--- src/rtl/decode_issue_buffer.sv ---
// decode_issue_buffer
//   Multi-entry, multi-issue decode-stage instruction buffer sitting between
//   fetch and issue. Each entry carries the raw instruction, its PC+4, a
//   predecoded branch/jump flag (ctrl) and a MIPS delay-slot flag (dslot).
//
//   Handshake: fetch offers in_valid (contiguous from bit 0) every cycle; the
//   offered slots are written at the clock edge only when in_ready is high,
//   in_valid[0] is set and flush is low (in_ready never depends on in_valid).
//   Issue sees a contiguous out_valid prefix and reports in out_take how many
//   head slots it consumed; those entries leave at the same clock edge.
//   out_take may never exceed the number of presented slots.
//
//   Optional feature macro: DECODE_BUF_BYPASS_EN. When defined, an empty
//   buffer forwards the incoming fetch slots straight to out_* in the same
//   cycle, and slots consumed that cycle are never written. When undefined,
//   every entry spends at least one cycle in the buffer.
module decode_issue_buffer #(
    parameter int FETCH_W = 2,
    parameter int ISSUE_W = 2,
    parameter int DEPTH   = 8,
    localparam int TAKE_W = $clog2(ISSUE_W + 1),
    localparam int CNT_W  = $clog2(DEPTH + 1)
) (
    input  logic                   clk,
    input  logic                   resetn,
    input  logic                   flush,
    input  logic [FETCH_W-1:0]     in_valid,
    input  logic [32*FETCH_W-1:0]  in_instr,
    input  logic [32*FETCH_W-1:0]  in_pcplus4,
    output logic                   in_ready,
    output logic [ISSUE_W-1:0]     out_valid,
    output logic [32*ISSUE_W-1:0]  out_instr,
    output logic [32*ISSUE_W-1:0]  out_pcplus4,
    output logic [ISSUE_W-1:0]     out_dslot,
    output logic [ISSUE_W-1:0]     out_ctrl,
    input  logic [TAKE_W-1:0]      out_take,
    output logic [CNT_W-1:0]       count
);

    localparam int PTR_W = $clog2(DEPTH);
    localparam int FN_W  = $clog2(FETCH_W + 1);
    // The head view must be wide enough for both the issue window and the
    // incoming fetch slots (the latter only matter for the bypass path).
    localparam int VW    = (FETCH_W > ISSUE_W) ? FETCH_W : ISSUE_W;

    // Entry storage
    logic [31:0]        mem_instr [DEPTH];
    logic [31:0]        mem_pc    [DEPTH];
    logic [DEPTH-1:0]   mem_ctrl;
    logic [DEPTH-1:0]   mem_dslot;

    // Queue control state
    logic [PTR_W-1:0]   head;
    logic [PTR_W-1:0]   tail;
    logic [CNT_W-1:0]   count_q;
    logic               last_ctrl;

    // Incoming slot predecode
    logic [FETCH_W-1:0] in_ctrl;
    logic [FETCH_W-1:0] in_dslot;
    logic [FN_W-1:0]    in_num;
    logic               last_in_ctrl;

    // Enqueue / dequeue bookkeeping
    logic               enq_fire;
    logic               byp;
    logic [TAKE_W-1:0]  skip;
    logic [CNT_W-1:0]   wr_num;
    logic [PTR_W-1:0]   head_adv;
    logic [FETCH_W-1:0] wr_en;
    logic [PTR_W-1:0]   wr_idx [FETCH_W];

    // Head view used for group formation
    logic [31:0]        v_instr [VW];
    logic [31:0]        v_pc    [VW];
    logic [VW-1:0]      v_ctrl;
    logic [VW-1:0]      v_dslot;
    logic [CNT_W-1:0]   v_avail;

    // Branches: REGIMM, J, JAL, BEQ, BNE, BLEZ, BGTZ; SPECIAL JR and JALR.
    function automatic logic is_ctrl(input logic [5:0] op, input logic [5:0] fn);
        return ((op >= 6'd1) && (op <= 6'd7)) ||
               ((op == 6'd0) && ((fn == 6'b001000) || (fn == 6'b001001)));
    endfunction

    assign count    = count_q;
    // Space check uses only the registered occupancy so in_ready has no
    // combinational dependence on fetch or issue inputs.
    assign in_ready = (CNT_W'(DEPTH) - count_q) >= CNT_W'(FETCH_W);
    assign enq_fire = in_ready && in_valid[0] && !flush;

    // Predecode incoming slots and chain the delay-slot flag through them.
    always_comb begin
        in_num       = '0;
        last_in_ctrl = 1'b0;
        for (int k = 0; k < FETCH_W; k++) begin
            in_ctrl[k] = is_ctrl(in_instr[32*k+26 +: 6], in_instr[32*k +: 6]);
            if (in_valid[k]) begin
                in_num       = in_num + FN_W'(1);
                last_in_ctrl = in_ctrl[k];
            end
        end
        in_dslot[0] = last_ctrl;
        for (int k = 1; k < FETCH_W; k++) begin
            in_dslot[k] = in_ctrl[k-1];
        end
    end

`ifdef DECODE_BUF_BYPASS_EN
    assign byp = (count_q == '0) && !flush && in_ready && in_valid[0];
`else
    assign byp = 1'b0;
`endif

    // Work out how many slots are written, where, and how far the head moves.
    always_comb begin
        skip     = byp ? out_take : '0;
        wr_num   = enq_fire ? (CNT_W'(in_num) - CNT_W'(skip)) : '0;
        head_adv = byp ? '0 : PTR_W'(out_take);
        for (int k = 0; k < FETCH_W; k++) begin
            wr_en[k]  = enq_fire && in_valid[k] && (k >= int'(skip));
            wr_idx[k] = tail + PTR_W'(k) - PTR_W'(skip);
        end
    end

    // Build the head view: buffered entries, or the fetch slots when bypassing.
    always_comb begin
        v_avail = count_q;
        for (int k = 0; k < VW; k++) begin
            v_instr[k] = mem_instr[head + PTR_W'(k)];
            v_pc[k]    = mem_pc[head + PTR_W'(k)];
            v_ctrl[k]  = mem_ctrl[head + PTR_W'(k)];
            v_dslot[k] = mem_dslot[head + PTR_W'(k)];
        end
`ifdef DECODE_BUF_BYPASS_EN
        if (byp) begin
            v_avail = CNT_W'(in_num);
            for (int k = 0; k < FETCH_W; k++) begin
                v_instr[k] = in_instr[32*k +: 32];
                v_pc[k]    = in_pcplus4[32*k +: 32];
                v_ctrl[k]  = in_ctrl[k];
                v_dslot[k] = in_dslot[k];
            end
        end
`endif
    end

    // Form the issue group: a contiguous prefix where a branch only goes out
    // together with its delay slot, and the group closes after a delay slot.
    always_comb begin : group_form
        logic grp_open;
        logic ok;
        out_valid   = '0;
        out_ctrl    = '0;
        out_dslot   = '0;
        out_instr   = '0;
        out_pcplus4 = '0;
        grp_open    = 1'b1;
        for (int k = 0; k < ISSUE_W; k++) begin
            ok = grp_open && (k < int'(v_avail));
            // A branch needs its delay slot buffered and inside this window;
            // a branch in the last lane waits to lead the next group instead.
            if (ok && v_ctrl[k] && !v_dslot[k]) begin
                ok = ((k + 1) < int'(v_avail)) && (((k + 1) < ISSUE_W) || (k == 0));
            end
            out_valid[k]          = ok;
            out_ctrl[k]           = ok && v_ctrl[k];
            out_dslot[k]          = ok && v_dslot[k];
            out_instr[32*k +: 32] = v_instr[k];
            out_pcplus4[32*k +: 32] = v_pc[k];
            if (!ok || v_dslot[k]) begin
                grp_open = 1'b0;
            end
        end
    end

    // Write accepted fetch slots into the entry array (data needs no reset).
    always_ff @(posedge clk) begin
        for (int k = 0; k < FETCH_W; k++) begin
            if (wr_en[k]) begin
                mem_instr[wr_idx[k]] <= in_instr[32*k +: 32];
                mem_pc[wr_idx[k]]    <= in_pcplus4[32*k +: 32];
                mem_ctrl[wr_idx[k]]  <= in_ctrl[k];
                mem_dslot[wr_idx[k]] <= in_dslot[k];
            end
        end
    end

    // Pointer, occupancy and delay-slot tracker update; flush wins over traffic.
    always_ff @(posedge clk) begin
        if (!resetn) begin
            head      <= '0;
            tail      <= '0;
            count_q   <= '0;
            last_ctrl <= 1'b0;
        end else if (flush) begin
            head      <= '0;
            tail      <= '0;
            count_q   <= '0;
            last_ctrl <= 1'b0;
        end else begin
            head    <= head + head_adv;
            tail    <= tail + PTR_W'(wr_num);
            count_q <= count_q + wr_num - CNT_W'(head_adv);
            if (enq_fire) begin
                last_ctrl <= last_in_ctrl;
            end
        end
    end

`ifndef SYNTHESIS
    // Issue may never consume more slots than are presented.
    take_legal: assert property (@(posedge clk) disable iff (!resetn)
        int'(out_take) <= $countones(out_valid));
`endif

endmodule

--- config.mk ---
export PLATFORM = sky130hd
export DESIGN_NAME = decode_issue_buffer
export DESIGN_NICKNAME = d
export VERILOG_FILES = /design/src/rtl/decode_issue_buffer.sv
export SDC_FILE = /design/constraint.sdc
export NUM_CORES = 1
export LEC_CHECK = 0
export CORE_MARGIN = 10
export CORE_UTILIZATION = 50
export CTS_CLUSTER_SIZE = 24
export DETAILED_ROUTE_END_ITERATION = 10
export PLACE_DENSITY = 0.71
export SYNTH_ARGS = -nofsm -noshare
export SYNTH_HDL_FRONTEND = slang
export SYNTH_SLANG_ARGS = --single-unit
--- constraint.sdc ---
create_clock -name clk -period 7.8 [get_ports clk]
set_clock_uncertainty 0.1 [all_clocks]
set_input_delay 1.56 -clock clk [delete_from_list [all_inputs] [get_ports clk]]
set_output_delay 1.56 -clock clk [all_outputs]
set_load 0.005 [all_outputs]
==> run summary <==
RUN STATUS
-------------------------------------------------------------------------------------------------
Result of the run .................................................................. complete, no violations

WORST SETUP PATH
-------------------------------------------------------------------------------------------------
Cell depth of the worst setup path .................................................            5
Critical-path cell list ............................................................ ha_4 -> buf_4 -> mux4_2 -> mux2_2 -> clkdlybuf4s50_1
Arr. time, crit path ...............................................................      4.36 ns
Kind of end point of the critical path .............................................  output port
Worst path required time ...........................................................      6.14 ns
Critical path buffers and inverters ................................................            2
Max incr delay on CP ...............................................................      0.92 ns
Depth of the worst register-to-register path .......................................            5
Critical Path Source Type ..........................................................     register
Kind of cell adding the most delay to the critical path ............................ buffers and inverters
Max stage delay cell, worst path ................................................... sky130_fd_sc_hd__dfxtp_4
Type of the worst setup path .......................................................   reg -> out
Biggest fanout along the worst timing path .........................................           48

PWR
-------------------------------------------------------------------------------------------------
Seq pwr share ......................................................................        46.2%
Areal power density over the cells .................................................   196 nW/µm²
Worst IR Drop VDD ..................................................................       155 µV
Switching part of the total ........................................................        23.8%
Leakage power figure ...............................................................      11.8 nW
Switching power ....................................................................    0.00170 W
Portion of total power attributed to combinational logic ...........................        16.1%
Fraction of power consumed by the clock network ....................................        37.7%
Internal portion of total power ....................................................    0.00543 W

STA
-------------------------------------------------------------------------------------------------
Actual slew at the worst max-slew pin ..............................................      1.18 ns
Total negative slack ...............................................................         0 ns
Final number of hold-violating endpoints ...........................................            0
Post-layout worst setup margin .....................................................      1.78 ns
Max-slew headroom ..................................................................        21.1%
Setup violations, final ............................................................            0
Share of the clock period used by the worst path ...................................        77.1%
Final critical-path required period ................................................      6.02 ns
Maximum clock rate .................................................................      166 MHz
Setup repair after global routing missed its margin ................................        false
Final Slew Violations ..............................................................            0

ROUTING
-------------------------------------------------------------------------------------------------
Ratio of routed vias to standard cells .............................................         6.41
Final Routed Wirelength ............................................................     88600 µm
Wire length per cell after detailed routing ........................................      29.6 µm
Vias ...............................................................................        19.2k
Detail Route Antenna Nets ..........................................................            0
First-pass DRT Iterations ..........................................................            6
Iteration-0 DRC count of the detailed router .......................................         1857
Residual DRC .......................................................................            0

CELLS AND AREA
-------------------------------------------------------------------------------------------------
Synth-to-layout area growth ........................................................        17.2%
Most common library cell in the layout ignoring fill and taps ...................... sky130_fd_sc_hd__edfxtp_1
Non-Filler Cell Area, Final ........................................................    36300 µm²
Highest-count cells in the layout ignoring fill and taps ........................... sky130_fd_sc_hd__edfxtp_1, sky130_fd_sc_hd__mux2_2, sky130_fd_sc_hd__clkdlybuf4s50_1
Fill cell count ....................................................................         4744
Non-filler instance count after layout .............................................         2994
Count of nets after finishing ......................................................         2261
Share of layout cells above drive strength 1 .......................................        42.6%

GLOBAL ROUTE
-------------------------------------------------------------------------------------------------
Aggregate global routing overflow ..................................................            0
Overall fraction of global-route tracks in use .....................................        24.4%
Initial antenna violation count ....................................................           13
Number of global-route vias before repair ..........................................        20.5k
Global-route wire length before repair .............................................    132000 µm
Maximum number of pins on one net before global-route repair .......................          160

LOGIC SYNTHESIS
-------------------------------------------------------------------------------------------------
Most area-consuming cells after synthesis .......................................... sky130_fd_sc_hd__edfxtp_1, sky130_fd_sc_hd__mux4_2, sky130_fd_sc_hd__mux2_2
Area share of the largest cell type after synthesis ................................        49.6%
Seq cells post-synth ...............................................................          539
Register area share after synthesis ................................................        51.3%
Cell area after synthesis ..........................................................    31000 µm²
Synthesized instance count .........................................................         1889
Post-synth ARST share ..............................................................           0%
Number of distinct library cell variants in the gate-level netlist after synthesis .           56
Number of nets in the synthesized netlist ..........................................         2040
Number of enable flip-flop cells after synthesis ...................................          512
Synthesis warning total ............................................................            0
Commonest register cell after synthesis ............................................ sky130_fd_sc_hd__edfxtp_1
Yosys top cell by area ............................................................. sky130_fd_sc_hd__edfxtp_1
Syn Area/Cell ......................................................................     16.4 µm²

CLOCKING
-------------------------------------------------------------------------------------------------
CTS sink cnt .......................................................................          539
Clock buffers created by TritonCTS .................................................           57
CTS root buffer .................................................................... sky130_fd_sc_hd__clkbuf_16
Insertion delay to the later sink of the worst-skew pair ...........................      0.62 ns
Count of hold buffers inserted by post-cts repair ..................................            0
Clock-pin slew on the worst setup and hold paths ...................................      0.06 ns
Post-CTS resize count ..............................................................            0
Max Root-Sink Buffers ..............................................................            3
Post-CTS Setup Inserts .............................................................            0
Clock tree from TritonCTS ..........................................................          yes
H-tree level count .................................................................            2

PLACED DESIGN
-------------------------------------------------------------------------------------------------
Cell Count Post-Placement ..........................................................         2888
PortBufs ...........................................................................          273
DP Worst Slack .....................................................................      2.32 ns
Area of placed instances ...........................................................    34500 µm²
Placer's final routability congestion estimate .....................................        0.834
Detailed Place HPWL ................................................................     53000 µm

DIE
-------------------------------------------------------------------------------------------------
Die area ...........................................................................    72400 µm²
Floorplan core area ................................................................    61600 µm²
Die X ..............................................................................       269 µm
Floorplan row count ................................................................           91
Initial core utilization ...........................................................        50.4%
# IOs ..............................................................................          274
Die height .........................................................................       269 µm

WORST HOLD PATH
-------------------------------------------------------------------------------------------------
Path category of the worst min-delay check .........................................   reg -> reg
Worst Hold Path Cells ..............................................................            2

JOB
-------------------------------------------------------------------------------------------------
Maxcap violations ..................................................................            0

## worst paths after layout
check | slack, ns | end | from
max | 1.78 | out_instr[47] | head[1]
min | 0.46 | mem_dslot[1] | mem_dslot[1]
max reg2reg | 3.72 | mem_instr[1][23] | tail[0]
min reg2reg | 0.46 | mem_dslot[1] | mem_dslot[1]
## cells by family (layout without fill, tap and decap cells)
| group | count (synthesis) | in the layout | share of synthesized area [%] |
|---|---|---|---|
| and+or+nand+nor | 272 | 272 | 3.91 |
| adders and majority gates | 16 | 16 | 0.742 |
| AOI/OAI and AO/OA | 39 | 39 | 0.767 |
| DFF | 539 | 539 | 51.3 |
| buffers and inverters | 164 | 428 | 2.58 |
| muxes | 852 | 852 | 40.5 |
| other | 0 | 4 | 0 |
| xor gates and xnor gates | 7 | 7 | 0.198 |
## power groups by stage
stage | Sequential, W | Clock [W] | Combinational, W
global placement | 0.00335 | 0 | 0.00113
floorplan | 0.00333 | 0 | 0.000651
CTS | 0.00330 | 0.00271 | 0.00116
finish | 0.00330 | 0.00269 | 0.00115
detailed placement | 0.00336 | 0 | 0.00115
global route | 0.00330 | 0.00282 | 0.00123
## tightest hold or removal path, cell delays in order (launching register included)
cell                      delay [ns]
sky130_fd_sc_hd__dfxtp_1        0.32
sky130_fd_sc_hd__mux2i_1        0.12
sky130_fd_sc_hd__a21oi_1        0.08
## state kept, by name, summed over array words and instances (netlist names)
| name | cells |
|---|---|
| tail | 3 |
| head | 3 |
| last_ctrl | 1 |
| mem_dslot | 8 |
| mem_instr | 256 |
| count | 4 |
| mem_ctrl | 8 |
| mem_pc | 256 |
## synthesized netlist by cell type, drive strengths merged, types with 4 or more instances
cell type  number
dfxtp          27
nand3b          5
fa              4
nor2           19
nand2b          4
a22oi           5
a21oi          16
o21ai          10
clkbuf         42
inv            16
and2            6
mux4          264
mux2i           9
mux2          579
xnor2           4
nand3           6
ha             12
edfxtp        512
buf           106
nand2         206
## per-layer routing
metal  wire, µm  global-route usage (%)  vias to the layer above
li1           -                       -                     8106
met1      35500                    31.7                    10200
met2      44700                    41.7                      746
met4       2110                    7.12                       20
met3       6220                    4.26                      147
met5        120                       0                        -
## per-stage QoR
stage	util (%)	total power (W)	hold WS, ns
2_1_floorplan	-	0.00398	0.414
3_3_place_gp	56.0	0.00448	0.456
3_5_place_dp	56.0	0.00451	0.456
4_1_cts	59.0	0.00717	0.465
5_1_grt	59.0	0.00736	0.505
6_report	59.0	0.00713	0.465
## cell type report
class | count | area, µm² | area share, %
Sequential cell | 539 | 15900 | 43.8
Multi-Input combinational cell | 1186 | 14400 | 39.8
Timing Repair Buffer | 310 | 3040 | 8.35
Clock buffer | 81 | 1590 | 4.37
Tap cell | 837 | 1050 | 2.88
Clock inverter | 21 | 224 | 0.616
Inverter | 16 | 60.1 | 0.165
Antenna cell | 4 | 10.0 | 0.0275
No activity file was read; power rests on OpenSTA's default activity.
